## config.mk

```make
export PLATFORM = sky130hd
export DESIGN_NAME = mix_col_sched_flat
export DESIGN_NICKNAME = d
export VERILOG_FILES = /design/src/rtl/mix_col_sched_if.sv /design/src/rtl/mix_col_sched.sv /design/src/flat_wrapper.sv
export SDC_FILE = /design/constraint.sdc
export NUM_CORES = 1
export LEC_CHECK = 0
export CAP_MARGIN = 20
export CELL_PAD_IN_SITES_DETAIL_PLACEMENT = 1
export CELL_PAD_IN_SITES_GLOBAL_PLACEMENT = 1
export CORE_ASPECT_RATIO = 1.2
export CORE_MARGIN = 2
export CORE_UTILIZATION = 34
export DETAILED_ROUTE_END_ITERATION = 12
export GPL_TIMING_DRIVEN = 0
export HOLD_SLACK_MARGIN = 0.15
export PLACE_DENSITY = 0.89
export SLEW_MARGIN = 25
export SYNTH_ARGS = -nofsm -noshare
export SYNTH_HDL_FRONTEND = slang
export SYNTH_SLANG_ARGS = --single-unit
```

## constraint.sdc

```tcl
create_clock -name clk -period 2.1 [get_ports clk]
set_input_delay 0.42 -clock clk [delete_from_list [all_inputs] [get_ports clk]]
set_output_delay 0.42 -clock clk [all_outputs]
set_load 0.1 [all_outputs]
```

## src/rtl/mix_col_sched_if.sv

```systemverilog
// Handshake bundle for mix_col_sched: input state channel, output state channel and busy status.
// Optional MIXCOL_INV_EN adds the in_inv transform select to the input channel.
interface mix_col_sched_if;
  localparam int unsigned STATE_W = 128;

  logic               in_valid;
  logic               in_ready;
  logic [STATE_W-1:0] state_in;
  logic               in_bypass;
`ifdef MIXCOL_INV_EN
  logic               in_inv;
`endif
  logic               out_valid;
  logic               out_ready;
  logic [STATE_W-1:0] state_out;
  logic               busy;

`ifdef MIXCOL_INV_EN
  modport master (output in_valid, state_in, in_bypass, in_inv, out_ready,
                  input  in_ready, out_valid, state_out, busy);
  modport slave  (input  in_valid, state_in, in_bypass, in_inv, out_ready,
                  output in_ready, out_valid, state_out, busy);
`else
  modport master (output in_valid, state_in, in_bypass, out_ready,
                  input  in_ready, out_valid, state_out, busy);
  modport slave  (input  in_valid, state_in, in_bypass, out_ready,
                  output in_ready, out_valid, state_out, busy);
`endif
endinterface

```

## src/rtl/mix_col_sched.sv

```systemverilog
// Column-serial AES MixColumns: one shared column unit rewrites the state register in place.
// Define MIXCOL_INV_EN to add the per-transfer InvMixColumns select (in_inv).
module mix_col_sched (
  input  logic           clk,
  input  logic           rst,
  mix_col_sched_if.slave bus
);
  localparam int unsigned STATE_W = 128;
  localparam int unsigned COL_W   = 32;
  localparam int unsigned CNT_W   = 2;
  localparam int unsigned BASE_W  = 7;

  typedef enum logic [1:0] {
    S_IDLE = 2'd0,
    S_RUN  = 2'd1,
    S_DONE = 2'd2
  } state_e;

  state_e             state_q, state_d;
  logic [STATE_W-1:0] data_q, data_d;
  logic [CNT_W-1:0]   col_cnt_q, col_cnt_d;
  logic               in_ready_q, in_ready_d;
  logic               out_valid_q, out_valid_d;
  logic               busy_q, busy_d;
  logic [BASE_W-1:0]  col_base;
  logic [COL_W-1:0]   col_cur, col_mix;
  logic               inv_sel;

  function automatic logic [7:0] xt(input logic [7:0] b);
    return {b[6:0], 1'b0} ^ (b[7] ? 8'h1b : 8'h00);
  endfunction

  // One output byte: forward 2/3/1/1 or inverse e/b/d/9 over rotated inputs a,b,c,d.
  function automatic logic [7:0] mix_row(input logic [7:0] a, input logic [7:0] b,
                                         input logic [7:0] c, input logic [7:0] d,
                                         input logic inv);
    logic [7:0] a2, a4, a8, b2, b4, b8, c2, c4, c8, d2, d4, d8;
    a2 = xt(a); a4 = xt(a2); a8 = xt(a4);
    b2 = xt(b); b4 = xt(b2); b8 = xt(b4);
    c2 = xt(c); c4 = xt(c2); c8 = xt(c4);
    d2 = xt(d); d4 = xt(d2); d8 = xt(d4);
    if (inv)
      return (a8 ^ a4 ^ a2) ^ (b8 ^ b2 ^ b) ^ (c8 ^ c4 ^ c) ^ (d8 ^ d);
    return a2 ^ (b2 ^ b) ^ c ^ d;
  endfunction

  // Row bytes sit at [7:0], [31:24], [23:16], [15:8] for rows 0..3.
  function automatic logic [31:0] mix_col(input logic [31:0] col, input logic inv);
    logic [7:0] r0, r1, r2, r3;
    r0 = col[7:0];
    r1 = col[31:24];
    r2 = col[23:16];
    r3 = col[15:8];
    return {mix_row(r1, r2, r3, r0, inv), mix_row(r2, r3, r0, r1, inv),
            mix_row(r3, r0, r1, r2, inv), mix_row(r0, r1, r2, r3, inv)};
  endfunction

`ifdef MIXCOL_INV_EN
  logic inv_q, inv_d;

  always_comb begin
    inv_d = inv_q;
    if (state_q == S_IDLE && bus.in_valid)
      inv_d = bus.in_inv;
  end

  always_ff @(posedge clk) begin
    if (rst) inv_q <= 1'b0;
    else     inv_q <= inv_d;
  end

  assign inv_sel = inv_q;
`else
  assign inv_sel = 1'b0;
`endif

  assign col_base = {col_cnt_q, 5'd0};
  assign col_cur  = data_q[col_base +: COL_W];
  assign col_mix  = mix_col(col_cur, inv_sel);

  always_ff @(posedge clk) begin
    if (rst) begin
      state_q     <= S_IDLE;
      data_q      <= '0;
      col_cnt_q   <= '0;
      in_ready_q  <= 1'b1;
      out_valid_q <= 1'b0;
      busy_q      <= 1'b0;
    end else begin
      state_q     <= state_d;
      data_q      <= data_d;
      col_cnt_q   <= col_cnt_d;
      in_ready_q  <= in_ready_d;
      out_valid_q <= out_valid_d;
      busy_q      <= busy_d;
    end
  end

  always_comb begin
    state_d   = state_q;
    data_d    = data_q;
    col_cnt_d = col_cnt_q;
    unique case (state_q)
      S_IDLE: begin
        if (bus.in_valid) begin
          data_d    = bus.state_in;
          col_cnt_d = '0;
          state_d   = bus.in_bypass ? S_DONE : S_RUN;
        end
      end
      S_RUN: begin
        data_d[col_base +: COL_W] = col_mix;
        col_cnt_d = CNT_W'(col_cnt_q + 1'b1);
        if (col_cnt_q == 2'd3)
          state_d = S_DONE;
      end
      S_DONE: begin
        // Only a presented result can be consumed.
        if (out_valid_q && bus.out_ready)
          state_d = S_IDLE;
      end
      default: state_d = S_IDLE;
    endcase
  end

  // A bypass capture lands in DONE directly, so its valid is raised one cycle later.
  always_comb begin
    in_ready_d  = (state_d == S_IDLE);
    busy_d      = (state_d == S_RUN);
    out_valid_d = (state_d == S_DONE) && (state_q != S_IDLE);
  end

  assign bus.in_ready  = in_ready_q;
  assign bus.out_valid = out_valid_q;
  assign bus.busy      = busy_q;
  assign bus.state_out = data_q;
endmodule

```

## src/flat_wrapper.sv

```systemverilog
// flat-port wrapper written by rule: the top's interface ports become plain ports
module mix_col_sched_flat 
  (clk, rst, bus_in_valid, bus_state_in, bus_in_bypass, bus_out_ready, bus_in_ready, bus_out_valid, bus_state_out, bus_busy);
  mix_col_sched_if bus_i ();
  input  logic clk;
  input  logic rst;
  input wire logic [$bits(bus_i.in_valid)-1:0] bus_in_valid;
  input wire logic [$bits(bus_i.state_in)-1:0] bus_state_in;
  input wire logic [$bits(bus_i.in_bypass)-1:0] bus_in_bypass;
  input wire logic [$bits(bus_i.out_ready)-1:0] bus_out_ready;
  output wire logic [$bits(bus_i.in_ready)-1:0] bus_in_ready;
  output wire logic [$bits(bus_i.out_valid)-1:0] bus_out_valid;
  output wire logic [$bits(bus_i.state_out)-1:0] bus_state_out;
  output wire logic [$bits(bus_i.busy)-1:0] bus_busy;
  assign bus_i.in_valid = bus_in_valid;
  assign bus_i.state_in = bus_state_in;
  assign bus_i.in_bypass = bus_in_bypass;
  assign bus_i.out_ready = bus_out_ready;
  assign bus_in_ready = bus_i.in_ready;
  assign bus_out_valid = bus_i.out_valid;
  assign bus_state_out = bus_i.state_out;
  assign bus_busy = bus_i.busy;
  mix_col_sched u_core (.clk(clk), .rst(rst), .bus(bus_i));
endmodule
```

# After elaboration in Yosys (flattened, before gate mapping)
# Index checks and enable logic that the tools add are counted.
# word_totals
regBits	135
input_bits	133
elab_cells	58
# op_classes
addsub	2
n_eq_ne	6
shifts	3
mux	14
n_bitwise	20
n_reduce_logical	7
# op_table
operator	count
128-bit one-hot mux with 2 select lines	1
8-bit XOR	20
128-bit bitwise mux	1
128-bit two-way mux	1
32-bit by 9-bit variable shift with 128-bit output (first input constant)	1
128-bit by 8-bit indexed part select with 32-bit output	1
32-bit by 9-bit indexed part select with 128-bit output	1
5-bit two-way mux	4
2-bit two-way mux	5
7-bit negation with 9-bit output	1
2-bit equality test (second input constant)	3
2-bit one-hot mux with 3 select lines	1
2-bit by 1-bit equality test with 1-bit output (second input constant)	2
2-bit logical NOT	2
2-bit one-hot mux with 2 select lines	1
2-bit nonzero test	2
2-bit by 1-bit adder with 2-bit output (second input constant)	1
1-bit logical AND	2
2-bit != test (second input constant)	1
2-bit AND reduction	1

# Logic depth before layout (Yosys ltp)
# logic_depth
word_depth	10
mapped_depth	11

# Worst setup path before layout
# OpenSTA, ideal clock, no wires.
# synth_timing
path_kind	flip-flop to flip-flop
from	register u_core.data_q[95], in the netlist u_core.bus.state_out[95]
to	register u_core.data_q[36], in the netlist u_core.bus.state_out[36]
setup_time_ns	0.086
t_arrival_ns	2.538
required_time_ns	2.014
setup_slack_ns	-0.524
path_stages_with_launch	6
path_buffers	1
period_less_slack_ns	2.624
cell_sequence	dfxtp_1 mux4_2 buf_6 xor3_1 xnor3_1 a211oi_1
# synth_between
elab_chain_len	10
elab_cells_between_ends	16
# synth_lines
item	line_no	source
start: declaration	mix_col_sched.sv:20	logic [STATE_W-1:0] data_q, data_d;
start signal: assignment	mix_col_sched.sv:91	data_q <= data_d;
128-bit by 8-bit indexed part select with 32-bit output (*)	mix_col_sched.sv:78	assign col_cur = data_q[col_base +: COL_W];
5-bit two-way mux	-	
8-bit XOR	-	
8-bit XOR (4 in series)	mix_col_sched.sv:44	return a2 ^ (b2 ^ b) ^ c ^ d;
32-bit by 9-bit indexed part select with 128-bit output (*)	mix_col_sched.sv:112	data_d[col_base +: COL_W] = col_mix;
128-bit bitwise mux (*)	mix_col_sched.sv:112	
128-bit one-hot mux with 2 select lines (*)	mix_col_sched.sv:103	unique case (state_q)
# Mark *: on every way between the ends. The rest lies on a longest branch, timed or not.
# A chain may end at the register's enable or synchronous reset.

# Worst setup path after layout
# layout_timing
from	register u_core.col_cnt_q[0]
to	register u_core.data_q[86], in the netlist u_core.bus.state_out[86]
# layout_between
elab_chain_len	10
elab_cells_between_ends	30
# layout_lines
item	line_no	source
start: declaration	mix_col_sched.sv:21	logic [CNT_W-1:0] col_cnt_q, col_cnt_d;
start signal: assignment	mix_col_sched.sv:92	col_cnt_q <= col_cnt_d;
128-bit by 8-bit indexed part select with 32-bit output	mix_col_sched.sv:78	
5-bit two-way mux (on tied branches)	-	
8-bit XOR (on tied branches)	-	
8-bit XOR (4 in series)	mix_col_sched.sv:44	
32-bit by 9-bit indexed part select with 128-bit output	mix_col_sched.sv:112	
128-bit bitwise mux (*)	mix_col_sched.sv:112	
128-bit one-hot mux with 2 select lines (*)	mix_col_sched.sv:103	
# Marks and branches as above.

==> flow_metrics.tcl <==
set metrics [dict create \
    status "finished with violations" \
    violations "setup timing" \
    io_buffers 262 \
    holdBufCountCts 0 \
    synth_area_leaders "dfxtp_1 (29%), a211oi_1 (18%), o21bai_1 (10%), a21oi_1 (7.1%), xnor3_1 (7.0%)" \
    cpMaxStageDelayCell "mux4_2" \
    wire_per_inst_um 41.3 \
    coreArea_um2 27100 \
    pwr-share-comb_pct 64.4 \
    startpoint_type "flop" \
    area_delta_synth_final_pct 65.8 \
    report.final.setup_viol 182 \
    rr_startpoint "u_core.col_cnt_q[0]" \
    die_area_um2 28800 \
    final.setup.tns_ps -83860 \
    worstRegToRegCells 9 \
    utilization_pct 57.1 \
    initial_core_util_pct 34.5 \
    num_vias 12453 \
    placementRows 66 \
    dp_slack_ps -813 \
    grt_antenna_before_repair 1 \
    avgSynthCellArea_um2 10.3 \
    gp_congestion 0.941 \
    synth-seq-area-share_pct 29.0 \
    via_per_inst 7.56 \
    crit_arrival_ps 3370 \
    netSwitchingFraction_pct 52.9 \
    netlist.area_leader.share_pct 29.0 \
    r2r_slack_ps -960 \
    crit_end "u_core.bus.state_out[86]" \
    synth_area_um2 9330 \
    rsz0062_at_grt "true" \
    timing.rr.end "u_core.bus.state_out[86]" \
    max_stage_delay_ps 660 \
    synth_edf_count 0 \
    clkSlewWorstSetupHoldPaths_ps 70 \
    h-tree-depth 4 \
    skew_ps 9.29 \
    p_sw_mw 10.6 \
    die_w_um 155 \
    clk_latency_ps 480 \
    ant_nets 0 \
    tritoncts "done" \
    max_cap_violations 0 \
    holdWs_ps 216 \
    p_per_area_nw_per_um2 1300 \
    grt_max_degree 17 \
    hold_viol_final 0 \
    worstSetupPathType "flop to flop" \
    gr-total-overflow 0 \
    path_cells "buf_12, buf_16, buf_8, buf_4, mux4_2, buf_12, xor2_2, xnor3_2, a211oi_2" \
    grt_usage_pct 40.4 \
    cpMostUsedCell "buf_12" \
    drc 0 \
    pin_count 264 \
    syn_inst 909 \
    drtIter0Drc 1747 \
    yosysTopAreaCell "dfxtp_1" \
    numCtsBuffers 17 \
    fin_nets 1430 \
    period_minus_slack_ps 3060 \
    p_seq_share_pct 18.0 \
    numClockSinks 135 \
    min_path_type "input port to flop" \
    synth_cell_types 38 \
    worstSetupEndpointType "flop" \
    cts-root-buf "clkbuf_16" \
    setup_ws_ps -962 \
    worstMarginPinSlew_ps 1270 \
    synth_warnings 0 \
    ys_ff_latch 135 \
    max_freq_mhz 327 \
    synthArstFlopShare_pct 0 \
    grt_pass1_vias 12176 \
    irDropWorstVdd_uv 876 \
    grt_pass1_wl_mm 84.8 \
    final_max_slew_viol_count 0 \
    synth_ff_type "dfxtp_1" \
    p_leak_nw 5.99 \
    slew_headroom_pct 15.1 \
    critical_path.max_fanout 6 \
    crit_path_start "u_core.col_cnt_q[0]" \
    mappedNetlistNets 1046 \
    drive_above_1_share_pct 46.9 \
    intPower_mw 9.48 \
    die_h_um 185 \
    period_share_pct 146 \
    place_hpwl_mm 34.9 \
    crit_required_ps 2410 \
    routed_wirelength_mm 67.9 \
    p_clk_share_pct 17.5 \
    dr.pass1.iters 7 \
    clock_path_buffers 2 \
]
-- final cells by class --
cell class / instances / area (µm²)
flip-flops and latches: 135 / 2890
plain buffers: 105 / 856
well taps: 340 / 425
fillers: 2811 / 11600
clock inverters: 15 / 200
multi-input cells: 663 / 7090
diodes: 1 / 2.50
repair buffers: 369 / 3570
clock buffers: 17 / 425
inverters: 2 / 11.3
-- critical path: cells and delay by family, from the launching register on --
family          cells  cell delay, ps
compound gates      1             490
buf+inv             5             720
mux                 1             660
flops               1             380
xor+xnor            2             640
-- per-layer routing --
| layer | track usage [%] | vias up | share of wire [%] |
|---|---|---|---|
| met5 | 0 | - | 0.074 |
| met4 | 34.8 | 2 | 11 |
| met3 | 11.9 | 590 | 14 |
| met2 | 62.2 | 1539 | 42 |
| met1 | 46.0 | 5935 | 33 |
| li1 | - | 4387 | - |
-- flip-flops by register name (all words and copies together), names as in the netlist --
name / flops
u_core.bus.in_ready: 1
u_core.bus.state_out: 128
u_core.state_q: 2
u_core.col_cnt_q: 2
u_core.bus.busy: 1
u_core.bus.out_valid: 1
-- per-stage QoR --
stage	total power, mW	cells	area (µm²)
detailed placement	13.2	1511	12700
global route	20.1	1646	15500
global placement	13.0	1511	12700
CTS	17.8	1597	14800
floorplan	10.4	909	9690
finish	20.1	1647	15500
-- synth_stat cells, types with 2 or more instances --
library cell / count
a211oi_2: 29
xnor2_1: 14
xnor2_2: 6
xnor3_1: 29
o21bai_1: 129
mux2i_1: 4
a211oi_1: 228
xor3_1: 7
buf_6: 7
xor2_1: 14
or2_2: 4
mux4_2: 26
xnor3_2: 5
clkbuf_8: 2
nor3_1: 3
dlygate4sd1_1: 12
buf_2: 4
inv_1: 2
nor2b_1: 3
buf_12: 2
buf_4: 2
mux4_1: 6
a21oi_1: 132
nand2_1: 2
clkbuf_1: 79
nor2_1: 9
dfxtp_1: 135
ha_1: 4
-- how the worst min path moves through the flow --
| stage | to | slack, ps | from | cells after the start |
|---|---|---|---|---|
| floorplan | u_core.state_q[1] | 620 | rst | 2 |
| detailed placement | u_core.bus.state_out[44] | 530 | u_core.bus.state_out[44] | 2 |
| finish | u_core.state_q[1] | 220 | rst | 2 |
| global route | u_core.state_q[1] | 230 | rst | 2 |
| CTS | u_core.state_q[1] | 230 | rst | 2 |
| global placement | u_core.bus.state_out[79] | 520 | u_core.bus.state_out[79] | 2 |
-- cell usage in the layout, fill, tap and decap left out, types with 17 or more instances in the layout --
| master | netlist | routed |
|---|---|---|
| a211oi_2 | 29 | 132 |
| a21oi_1 | 132 | 131 |
| clkdlybuf4s50_1 | 0 | 131 |
| o21bai_1 | 129 | 128 |
| a211oi_1 | 228 | 122 |
| dfxtp_2 | 0 | 119 |
| clkdlybuf4s15_1 | 0 | 92 |
| buf_4 | 2 | 68 |
| clkbuf_2 | 0 | 53 |
| buf_6 | 7 | 33 |
| mux4_2 | 26 | 32 |
| clkbuf_1 | 79 | 31 |
| xnor3_2 | 5 | 28 |
| clkbuf_16 | 0 | 18 |
| buf_12 | 2 | 17 |
-- logic make-up (layout without fill, tap and decap cells) --
kind of cell | count (synthesis) | after routing | share of synthesized area [%]
buf+inv | 111 | 508 | 6.46
other cells | 0 | 1 | 0
fa+ha+maj | 4 | 4 | 0.536
flops | 135 | 135 | 29.0
simple gates | 26 | 26 | 1.48
mux | 36 | 36 | 8.39
compound gates | 520 | 520 | 39.9
xor+xnor | 77 | 77 | 14.3
-- what timing repair did --
item	4_1_cts	5_1_grt
setup buffers	59	53
gates cloned	3	0
pin swaps	58	58
setup endpoints to repair	260	250
resized for setup	390	210
-- power groups by stage --
stage | registers [mW] | clock network [mW] | logic (mW)
finish | 3.63 | 3.53 | 13.0
CTS | 3.50 | 3.30 | 11.0
detailed placement | 3.57 | 0 | 9.63
floorplan | 6.39 | 0 | 3.98
global route | 3.61 | 3.53 | 13.0
global placement | 3.55 | 0 | 9.43
(Power assumes the default switching activity.)
